[src/rtl/cmd_pkg.sv]
// Shared types and C0 field layout for the host command deframer.
package cmd_pkg;

    typedef enum logic [2:0] {
        IDLE,
        GET_C1,
        GET_C2,
        GET_C3,
        GET_C4,
        ISSUE
    } state_t;

    localparam int PTT_BIT   = 0;
    localparam int ADDR_LSB  = 1;
    localparam int ADDR_MSB  = 6;
    localparam int RESP_BIT  = 7;
    localparam int CMD_BYTES = 5;

    localparam int ADDR_W = ADDR_MSB - ADDR_LSB + 1;
    localparam int DATA_W = 8 * (CMD_BYTES - 1);

    // State reached after a data byte is taken in one of the GET states.
    function automatic state_t after_data_byte(input state_t s);
        case (s)
            GET_C1:  return GET_C2;
            GET_C2:  return GET_C3;
            GET_C3:  return GET_C4;
            GET_C4:  return ISSUE;
            default: return IDLE;
        endcase
    endfunction

endpackage

[src/rtl/cmd_timeout.sv]
// Inter-byte idle counter; expire flags the last allowed idle cycle of a group.
module cmd_timeout #(
    parameter int TIMEOUT_CYCLES = 256
) (
    input  logic clk,
    input  logic rst_n,
    input  logic clr,
    input  logic en,
    output logic expire
);

    localparam int CW = $clog2(TIMEOUT_CYCLES + 1);

    logic [CW-1:0] cnt;

    always_ff @(posedge clk or negedge rst_n) begin
        if (!rst_n) begin
            cnt <= '0;
        end else if (clr) begin
            cnt <= '0;
        end else if (en) begin
            cnt <= cnt + CW'(1);
        end
    end

    assign expire = en && !clr && (cnt == CW'(TIMEOUT_CYCLES - 1));

endmodule

[src/rtl/cmd_deframer.sv]
// Reassembles 5-byte C0..C4 host groups into single-cycle radio control commands,
// with downstream backpressure, truncation/timeout aborts and event statistics.
module cmd_deframer
    import cmd_pkg::*;
#(
    parameter int TIMEOUT_CYCLES = 256,
    parameter int ERR_W          = 8,
    parameter int CNT_W          = 16
) (
    input  logic             clk,
    input  logic             rst_n,
    input  logic [7:0]       din,
    input  logic             din_valid,
    input  logic             din_sop,
    output logic             din_ready,
    input  logic             cmd_busy,
    output logic [5:0]       cmd_addr,
    output logic [31:0]      cmd_data,
    output logic             cmd_rqst,
    output logic             cmd_requires_resp,
    output logic             cmd_ptt,
    output logic             err_pulse,
    output logic [ERR_W-1:0] err_count,
    output logic [CNT_W-1:0] cmd_count
);

    state_t            state;
    state_t            state_nxt;
    logic              accept;
    logic              latch_c0;
    logic              shift_byte;
    logic              err_evt;
    logic              issue_evt;
    logic              tmo_en;
    logic              tmo_clr;
    logic              tmo_expire;
    logic [7:0]        c0_sh;
    logic [DATA_W-1:0] data_sh;

    function automatic logic [ERR_W-1:0] sat_inc(input logic [ERR_W-1:0] v);
        return (&v) ? v : v + ERR_W'(1);
    endfunction

    assign din_ready = (state != ISSUE);
    assign accept    = din_valid & din_ready;
    assign tmo_en    = (state inside {GET_C1, GET_C2, GET_C3, GET_C4});
    // Held at zero outside the GET states, so ISSUE never runs the timeout.
    assign tmo_clr   = accept | ~tmo_en;

    cmd_timeout #(
        .TIMEOUT_CYCLES(TIMEOUT_CYCLES)
    ) u_timeout (
        .clk    (clk),
        .rst_n  (rst_n),
        .clr    (tmo_clr),
        .en     (tmo_en),
        .expire (tmo_expire)
    );

    always_comb begin
        state_nxt  = state;
        latch_c0   = 1'b0;
        shift_byte = 1'b0;
        err_evt    = 1'b0;
        issue_evt  = 1'b0;
        case (state)
            IDLE: begin
                if (accept && din_sop) begin
                    latch_c0  = 1'b1;
                    state_nxt = GET_C1;
                end
            end
            GET_C1, GET_C2, GET_C3, GET_C4: begin
                // An accepted byte masks expiry, so an abort and a timeout count once.
                if (accept) begin
                    if (din_sop) begin
                        err_evt   = 1'b1;
                        latch_c0  = 1'b1;
                        state_nxt = GET_C1;
                    end else begin
                        shift_byte = 1'b1;
                        state_nxt  = after_data_byte(state);
                    end
                end else if (tmo_expire) begin
                    err_evt   = 1'b1;
                    state_nxt = IDLE;
                end
            end
            ISSUE: begin
                if (!cmd_busy) begin
                    issue_evt = 1'b1;
                    state_nxt = IDLE;
                end
            end
            default: state_nxt = IDLE;
        endcase
    end

    always_ff @(posedge clk or negedge rst_n) begin
        if (!rst_n) begin
            state             <= IDLE;
            cmd_addr          <= '0;
            cmd_data          <= '0;
            cmd_rqst          <= 1'b0;
            cmd_requires_resp <= 1'b0;
            cmd_ptt           <= 1'b0;
            err_pulse         <= 1'b0;
            err_count         <= '0;
            cmd_count         <= '0;
        end else begin
            state     <= state_nxt;
            cmd_rqst  <= issue_evt;
            err_pulse <= err_evt;
            if (err_evt) begin
                err_count <= sat_inc(err_count);
            end
            if (issue_evt) begin
                cmd_addr          <= c0_sh[ADDR_MSB:ADDR_LSB];
                cmd_data          <= data_sh;
                cmd_requires_resp <= c0_sh[RESP_BIT];
                cmd_ptt           <= c0_sh[PTT_BIT];
                cmd_count         <= cmd_count + CNT_W'(1);
            end
        end
    end

    // Shadow group registers; only read after a complete group, so no reset needed.
    always_ff @(posedge clk) begin
        if (latch_c0) begin
            c0_sh <= din;
        end
        if (shift_byte) begin
            data_sh <= {data_sh[DATA_W-9:0], din};
        end
    end

endmodule

[config.mk]
export PLATFORM = sky130hd
export DESIGN_NAME = cmd_deframer
export DESIGN_NICKNAME = d
export VERILOG_FILES = /design/src/rtl/cmd_pkg.sv /design/src/rtl/cmd_timeout.sv /design/src/rtl/cmd_deframer.sv
export SDC_FILE = /design/constraint.sdc
export NUM_CORES = 1
export LEC_CHECK = 0
export CORE_MARGIN = 2
export CORE_UTILIZATION = 45
export CTS_CLUSTER_SIZE = 30
export DETAILED_ROUTE_END_ITERATION = 12
export GPL_TIMING_DRIVEN = 0
export MAX_ROUTING_LAYER = met4
export PLACE_DENSITY = 0.7
export SLEW_MARGIN = 20
export SYNTH_ARGS = -nofsm -noshare
export SYNTH_HDL_FRONTEND = slang
export SYNTH_SLANG_ARGS = --single-unit
[constraint.sdc]
create_clock -name clk -period 7.9 [get_ports clk]
set_input_delay 1.975 -clock clk [delete_from_list [all_inputs] [get_ports clk]]
set_output_delay 1.975 -clock clk [all_outputs]
set_load 0.01 [all_outputs]
==> results.tsv, run 1 <==
stage	metric	value	unit
outcome	status	completed	
timing	tightest_slew	0.5487	ns
timing	slew_headroom	0.6342	
clocking	clock_latency	0.50	ns
timing	finClkSkew	0.01075	ns
clocking	cts_resized	0	
finish	drive_above_1_share	0.2357	
clocking	cts_root_buf	clkbuf_8	
floorplan	coreArea	9729	sq um
synth	synth_xor_area_frac	0.04672	
power_and_ir_drop	ir_worst_vdd	0.0001839	V
worst_setup_path	startpoint	state[0]	
finish	final.fill_count	763	
timing	finalCritPeriodShare	0.4698	
synth	postSynthCellCount	291	
grt	grt-ovfl-total	0	
timing	max_freq	269.4	MHz
timing	fin_setup_tns	0	ns
clocking	clock_sinks	118	
synth	syn_avg_cell_area	15.46	sq um
grt	grtUsageTotal	0.1688	
worst_setup_path	crit_chain	nor2b_1 -> nand2_1 -> clkdlybuf4s50_1	
synth	synth_compound_area_frac	0.01919	
synth	syn_nets	308	
synth	synth.distinct_cells	34	
floorplan	io_pins	80	
route	finalWirelength	8.294	mm
placed_design	io_buffers	78	
synth	synth_seq_cells	118	
worst_setup_path	end_kind	primary output	
timing	grt_setup_unrepaired	no	
finish	final_common_cell	dfrtp_1	
power_and_ir_drop	total_power	2.196	mW
finish	area_growth	35.71	%
route	vias	2685	
worst_setup_path	crit_slowest_cell	clkdlybuf4s50_1	
timing	period_minus_slack	3.712	ns
worst_setup_path	required	5.93	ns
clocking	cts_buffer_depth	2	
placed_design	globalplace.congestion	0.7763	
grt	grt_pass1_wl	13.82	mm
timing	hold_viol	0	
finish	nets	407	
clocking	path_clk_slew	0.06	ns
grt	antenna_found_initial	0	
run	max_cap_violations	0	
min_path	hold_end	data_sh[13]	
worst_setup_path	cp-start-kind	register	
synth	yosys_warnings	0	
synth	synth_fa_ha_area_frac	0.01112	
synth	synth.top_cells.by_area	dfrtp_1, edfxtp_1, mux2_2, xnor2_1, and3_1	
worst_setup_path	slowest_delay	0.48	ns
floorplan	rows	36	
placed_design	dp.final_hpwl	5.700	mm
synth	netlist.area_leader.share	0.4338	
worst_setup_path	r2r_cells	9	
synth	muxShareOfSynthArea	0.1126	
synth	yosysTopAreaCell	dfrtp_1	
worst_setup_path	worstReg2RegEnd	err_count[1]	
clocking	cts_buffers	17	
route	drt_pass1_iterations	4	
grt	grt_max_degree	43	
route	drc	0	
min_path	hold_depth	0	
timing	setup_viol	0	
grt	grt_pass1_vias	2748	
clocking	post_cts_buffers	0	
clocking	ctsHtreeMaxLevel	4	
floorplan	die_w	104.0	um
route	viasPerCell	5.009	
worst_setup_path	r2r_slack	5.53	ns
worst_setup_path	critical_path_class	register to primary output	
synth	yosysSeqAreaShare	0.7008	
power_and_ir_drop	power.density	359.7	nW/um^2
floorplan	start_util	0.4624	
min_path	hp-start	data_sh[5]	
worst_setup_path	crit_fanout	9	
synth	synth_top_family_by_area	multiplexers	
route	wl_per_cell	15.47	um
synth	syn_area	4499	sq um
floorplan	die_h	104.0	um
worst_setup_path	crit_buf_inv	1	
clocking	cts_tree	yes	
worst_setup_path	worstReg2RegStart	u_timeout.cnt[0]	
finish	num_antenna_cells	0	
timing	slew_viol_final	0	
route	ant_nets	0	
finish	layout_common_cells	dfrtp_1, clkdlybuf4s50_1, mux2_2, edfxtp_1, clkbuf_16	
synth	synthSimpleGateAreaFrac	0.08954	
floorplan	fp.dieArea	10810	sq um
power_and_ir_drop	leakagePower	2.599	nW
worst_setup_path	cpLargestDelayFamily	buffers and inverters	
route	dr.first_iter.drc_count	144	
clocking	cts_hold_repair.buffers	0	
worst_setup_path	cp.arrival	1.74	ns
min_path	hp-class	register to register	
[cell type report]
class | instances | area (sq um) | share of cell area
well taps | 133 | 166.4 | 0.02725
inverters | 2 | 7.507 | 0.001230
plain buffers | 11 | 82.58 | 0.01352
clock inverters | 12 | 138.9 | 0.02275
clock buffers | 20 | 467.9 | 0.07664
multi-input cells | 160 | 1264 | 0.2070
repair buffers | 80 | 825.8 | 0.1352
flip-flops and latches | 118 | 3153 | 0.5164
[stage by stage]
stage / cells / hold slack, ns / setup slack [ns] / utilization / instance area (sq um)
finish: 536 / 0.4377 / 4.188 / 0.6276 / 6106
global route: 536 / 0.4509 / 4.104 / 0.6276 / 6106
CTS: 536 / 0.4416 / 4.173 / 0.6276 / 6106
detailed placement: 504 / 0.4321 / 4.181 / 0.5652 / 5499
global placement: 502 / 0.4219 / 1.925 / 0.5598 / 5446
floorplan: 291 / 0.4204 / 3.932 / - / 4499
[worst reg2reg max path: stages (launching register included)]
cell,delay [ns]
dfrtp_1,0.38
ha_1,0.19
nand3_1,0.12
nor2_1,0.17
and3_1,0.18
ha_1,0.21
nor2b_1,0.21
a21oi_1,0.09
nor3_1,0.34
mux2_2,0.37
[Yosys cell counts]
| cell | instances |
|---|---|
| nand2_1 | 12 |
| a32o_1 | 1 |
| ha_1 | 4 |
| nand4_2 | 1 |
| buf_2 | 3 |
| nor2_1 | 15 |
| edfxtp_1 | 40 |
| o21ai_0 | 3 |
| a22oi_1 | 1 |
| mux2_2 | 44 |
| a21o_1 | 1 |
| o21ai_1 | 1 |
| buf_6 | 2 |
| nor3_1 | 4 |
| o22ai_1 | 1 |
| a31oi_1 | 1 |
| a21oi_1 | 4 |
| or2_2 | 1 |
| or3_4 | 1 |
| nor2b_1 | 6 |
| nand2b_1 | 2 |
| nand4_1 | 7 |
| dfrtp_1 | 78 |
| a41oi_1 | 1 |
| xnor2_1 | 17 |
| and4_1 | 3 |
| xor2_1 | 7 |
| and3_4 | 1 |
| and4bb_2 | 1 |
| nand3_1 | 9 |
| inv_1 | 2 |
| and3_1 | 10 |
| buf_4 | 6 |
| mux2_1 | 1 |
[power by group]
part,leakage [nW],switching [mW],internal [mW]
logic,0.881,0.211,0.328
clock network,0.293,0.273,0.490
registers,1.42,0.0984,0.795
[cell families (layout without fill, tap and decap cells)]
group	Yosys count	in the layout
muxes	45	45
and+or+nand+nor	73	73
adders and majority gates	4	4
buffers and inverters	13	125
DFF	118	118
AOI/OAI and AO/OA	14	14
xor gates and xnor gates	24	24
[routing by layer]
| metal | vias to the layer above | GRT usage | wire length [um] |
|---|---|---|---|
| met3 | 8 | 0.05890 | 438 |
| met4 | 0 | 0.06564 | 94 |
| met5 | - | - | 0 |
| met2 | 85 | 0.2603 | 4113 |
| li1 | 1253 | - | - |
| met1 | 1339 | 0.2057 | 3649 |
[how the worst max path moves through the flow]
| stage | end | slack [ns] | cells past startpoint |
|---|---|---|---|
| 2_1_floorplan | data_sh[0] | 3.93 | 3 |
| 3_3_place_gp | state[1] | 1.93 | 1 |
| 3_5_place_dp | data_sh[31] | 4.18 | 4 |
| 4_1_cts | din_ready | 4.17 | 3 |
| 5_1_grt | din_ready | 4.10 | 3 |
| 6_report | din_ready | 4.19 | 3 |
[flip-flops by register name (all words and copies together) (netlist names)]
signal and flops:
cmd_rqst 1, cmd_data 32, err_count 8, cmd_ptt 1, cmd_requires_resp 1, data_sh 32
cmd_count 16, u_timeout.cnt 9, err_pulse 1, state 3, cmd_addr 6, c0_sh 8
Power figures use the tool's default switching activity.
==> inputs of run 2 (changes only) <==
==> constraint.sdc (replaced) <==
create_clock -name clk -period 3.8 [get_ports clk]
set_input_delay 0.95 -clock clk [delete_from_list [all_inputs] [get_ports clk]]
set_output_delay 0.95 -clock clk [all_outputs]
set_load 0.01 [all_outputs]
==> results of run 2 <==
Same layout as run 1 (identical final DEF). Status: completed.
Main changes from that run: setup slack after placement 4.181 ns -> 1.106 ns; setup slack after layout 4.188 ns -> 1.113 ns; hold slack 0.4377 ns -> 0.4332 ns; register-to-register setup slack 5.53 ns -> 1.43 ns; total power 2.196 mW -> 4.566 mW; worst IR drop on VDD 0.0001839 V -> 0.0003823 V
==> inputs of run 3 (changes only) <==
==> constraint.sdc (replaced) <==
create_clock -name clk -period 2.5 [get_ports clk]
set_input_delay 0.625 -clock clk [delete_from_list [all_inputs] [get_ports clk]]
set_output_delay 0.625 -clock clk [all_outputs]
set_load 0.01 [all_outputs]
==> results.tsv, run 3 (same netlist as run 1, synthesis figures left out) <==
stage	metric	value	unit
timing	fin_setup_tns	0	ns
grt	grt_max_degree	50	
route	ant_nets	0	
floorplan	start_util	0.4624	
clocking	cts_hold_repair.buffers	0	
floorplan	die_w	104.0	um
clocking	cts_root_buf	clkbuf_8	
worst_setup_path	required	1.88	ns
finish	top_regs	cmd_data x32, data_sh x32, cmd_count x16	
finish	finish.utilization	0.6224	
timing	max_freq	422.1	MHz
finish	drive_above_1_share	0.2382	
route	dr.first_iter.drc_count	81	
clocking	cts_buffer_depth	2	
power_and_ir_drop	power.density	1104	nW/um^2
timing	hold_viol	0	
clocking	cts_buffers	17	
power_and_ir_drop	intPower	4.889	mW
power_and_ir_drop	ir_worst_vdd	0.0005541	V
clocking	clock_latency	0.50	ns
timing	finalCritPeriodShare	0.9477	
floorplan	io_pins	80	
timing	period_minus_slack	2.369	ns
route	drt_pass1_iterations	4	
power_and_ir_drop	p_sw	1.795	mW
timing	grt_setup_unrepaired	no	
floorplan	coreArea	9729	sq um
route	vias	2643	
timing	slew_headroom	0.6496	
timing	slew_viol_final	0	
timing	tightest_slew	0.5243	ns
placed_design	placed_cells	504	
power_and_ir_drop	p_clk_frac	0.324	
finish	instances_no_fill	536	
worst_setup_path	cp-start-kind	register	
timing	finClkSkew	0.008420	ns
min_path	hp-class	input pin to async pin	
clocking	cts_tree	yes	
clocking	path_clk_slew	0.06	ns
outcome	status	completed	
route	viasPerCell	4.931	
power_and_ir_drop	leakagePower	2.566	nW
grt	grtUsageTotal	0.1683	
clocking	clock_sinks	118	
worst_setup_path	cp.arrival	1.74	ns
finish	area_growth	34.59	%
route	wl_per_cell	15.33	um
placed_design	io_buffers	78	
floorplan	fp.dieArea	10810	sq um
timing	setup_viol	0	
route	drc	0	
finish	final_common_cell	dfrtp_1	
finish	num_antenna_cells	0	
placed_design	globalplace.congestion	0.7796	
finish	nets	407	
run	max_cap_violations	0	
floorplan	rows	36	
power_and_ir_drop	seqPwrFrac	0.420	
finish	layout_common_cells	dfrtp_1, clkdlybuf4s50_1, mux2_2, edfxtp_1, xnor2_1	
grt	grt-ovfl-total	0	
power_and_ir_drop	sw_frac_of_total	0.2685	
placed_design	dp.final_hpwl	5.528	mm
grt	antenna_found_initial	0	
grt	grt_pass1_wl	13.77	mm
worst_setup_path	end_kind	primary output	
worst_setup_path	crit_fanout	9	
worst_setup_path	critical_path_class	register to primary output	
clocking	ctsHtreeMaxLevel	4	
grt	grt_pass1_vias	2736	
power_and_ir_drop	comb_power_share	0.256	
route	finalWirelength	8.216	mm
floorplan	die_h	104.0	um
[run 3: cell types whose count changed in the layout (fill, tap and decap cells not counted), sizes merged]
cell	before	now
inv	6	2
clkinv	4	7
clkinvlp	2	4
bufinv	2	1
[run 3: power by group through the flow]
stage	clock network, mW	registers [mW]	logic [mW]
final	2.16	2.81	1.71
after global routing	2.29	2.88	1.84
after floorplan	0	2.97	0.590
after global placement	0	2.84	1.66
after detailed placement	0	2.84	1.73
after CTS	2.21	2.82	1.74
[run 3: layer usage]
metal  global-route usage  part of all wire  vias up
met2               0.2608              0.50       54
met1               0.2123              0.45     1332
met4              0.06081            0.0096        0
li1                     -                 -     1248
met3              0.04950             0.041        9
met5                    -                 0        -
[run 3: final timing paths]
path / from / endpoint / slack (ns) / cells after the start
worst min register to register: data_sh[15] / data_sh[23] / 0.44 / 0
worst min-delay path: rst_n / cmd_data[22] / 0.06 / 1
worst max-delay path: state[0] / din_ready / 0.13 / 3
min in group clk: din_valid / state[0] / 0.43 / 3
worst max register to register: u_timeout.cnt[0] / err_count[6] / 0.15 / 10
max in group asynchronous: rst_n / u_timeout.cnt[2] / 1.86 / 2
[run 3: cell type report]
type,count,area (sq um)
plain buffers,11,82.58
clock buffers,20,435.4
clock inverters,12,106.4
fillers,783,3674
inverters,2,7.507
multi-input cells,160,1271
flip-flops and latches,118,3153
well taps,133,166.4
repair buffers,80,833.3
[run 3: critical path, stage by stage (launching register included)]
cell             delay, ns
dfrtp_1               0.48
nor2b_1               0.21
nand2_1               0.07
clkdlybuf4s50_1       0.48
[run 3: repair_timing]
action                     in CTS  in global routing
setup endpoints to repair       0                  1
gates resized for setup         0                  2
buffers inserted                0                  0
[run 3: metrics by stage]
step	cell area [sq um]	total power, mW	hold slack [ns]	setup WS, ns
final	6056	6.684	0.06407	0.1308
after detailed placement	5507	4.579	0.4287	0.1297
after global placement	5449	4.494	0.4219	-2.118
after global routing	6056	7.010	0.07801	0.02564
after CTS	6048	6.763	0.06445	0.07720
after floorplan	4502	3.564	0.3294	0.3046
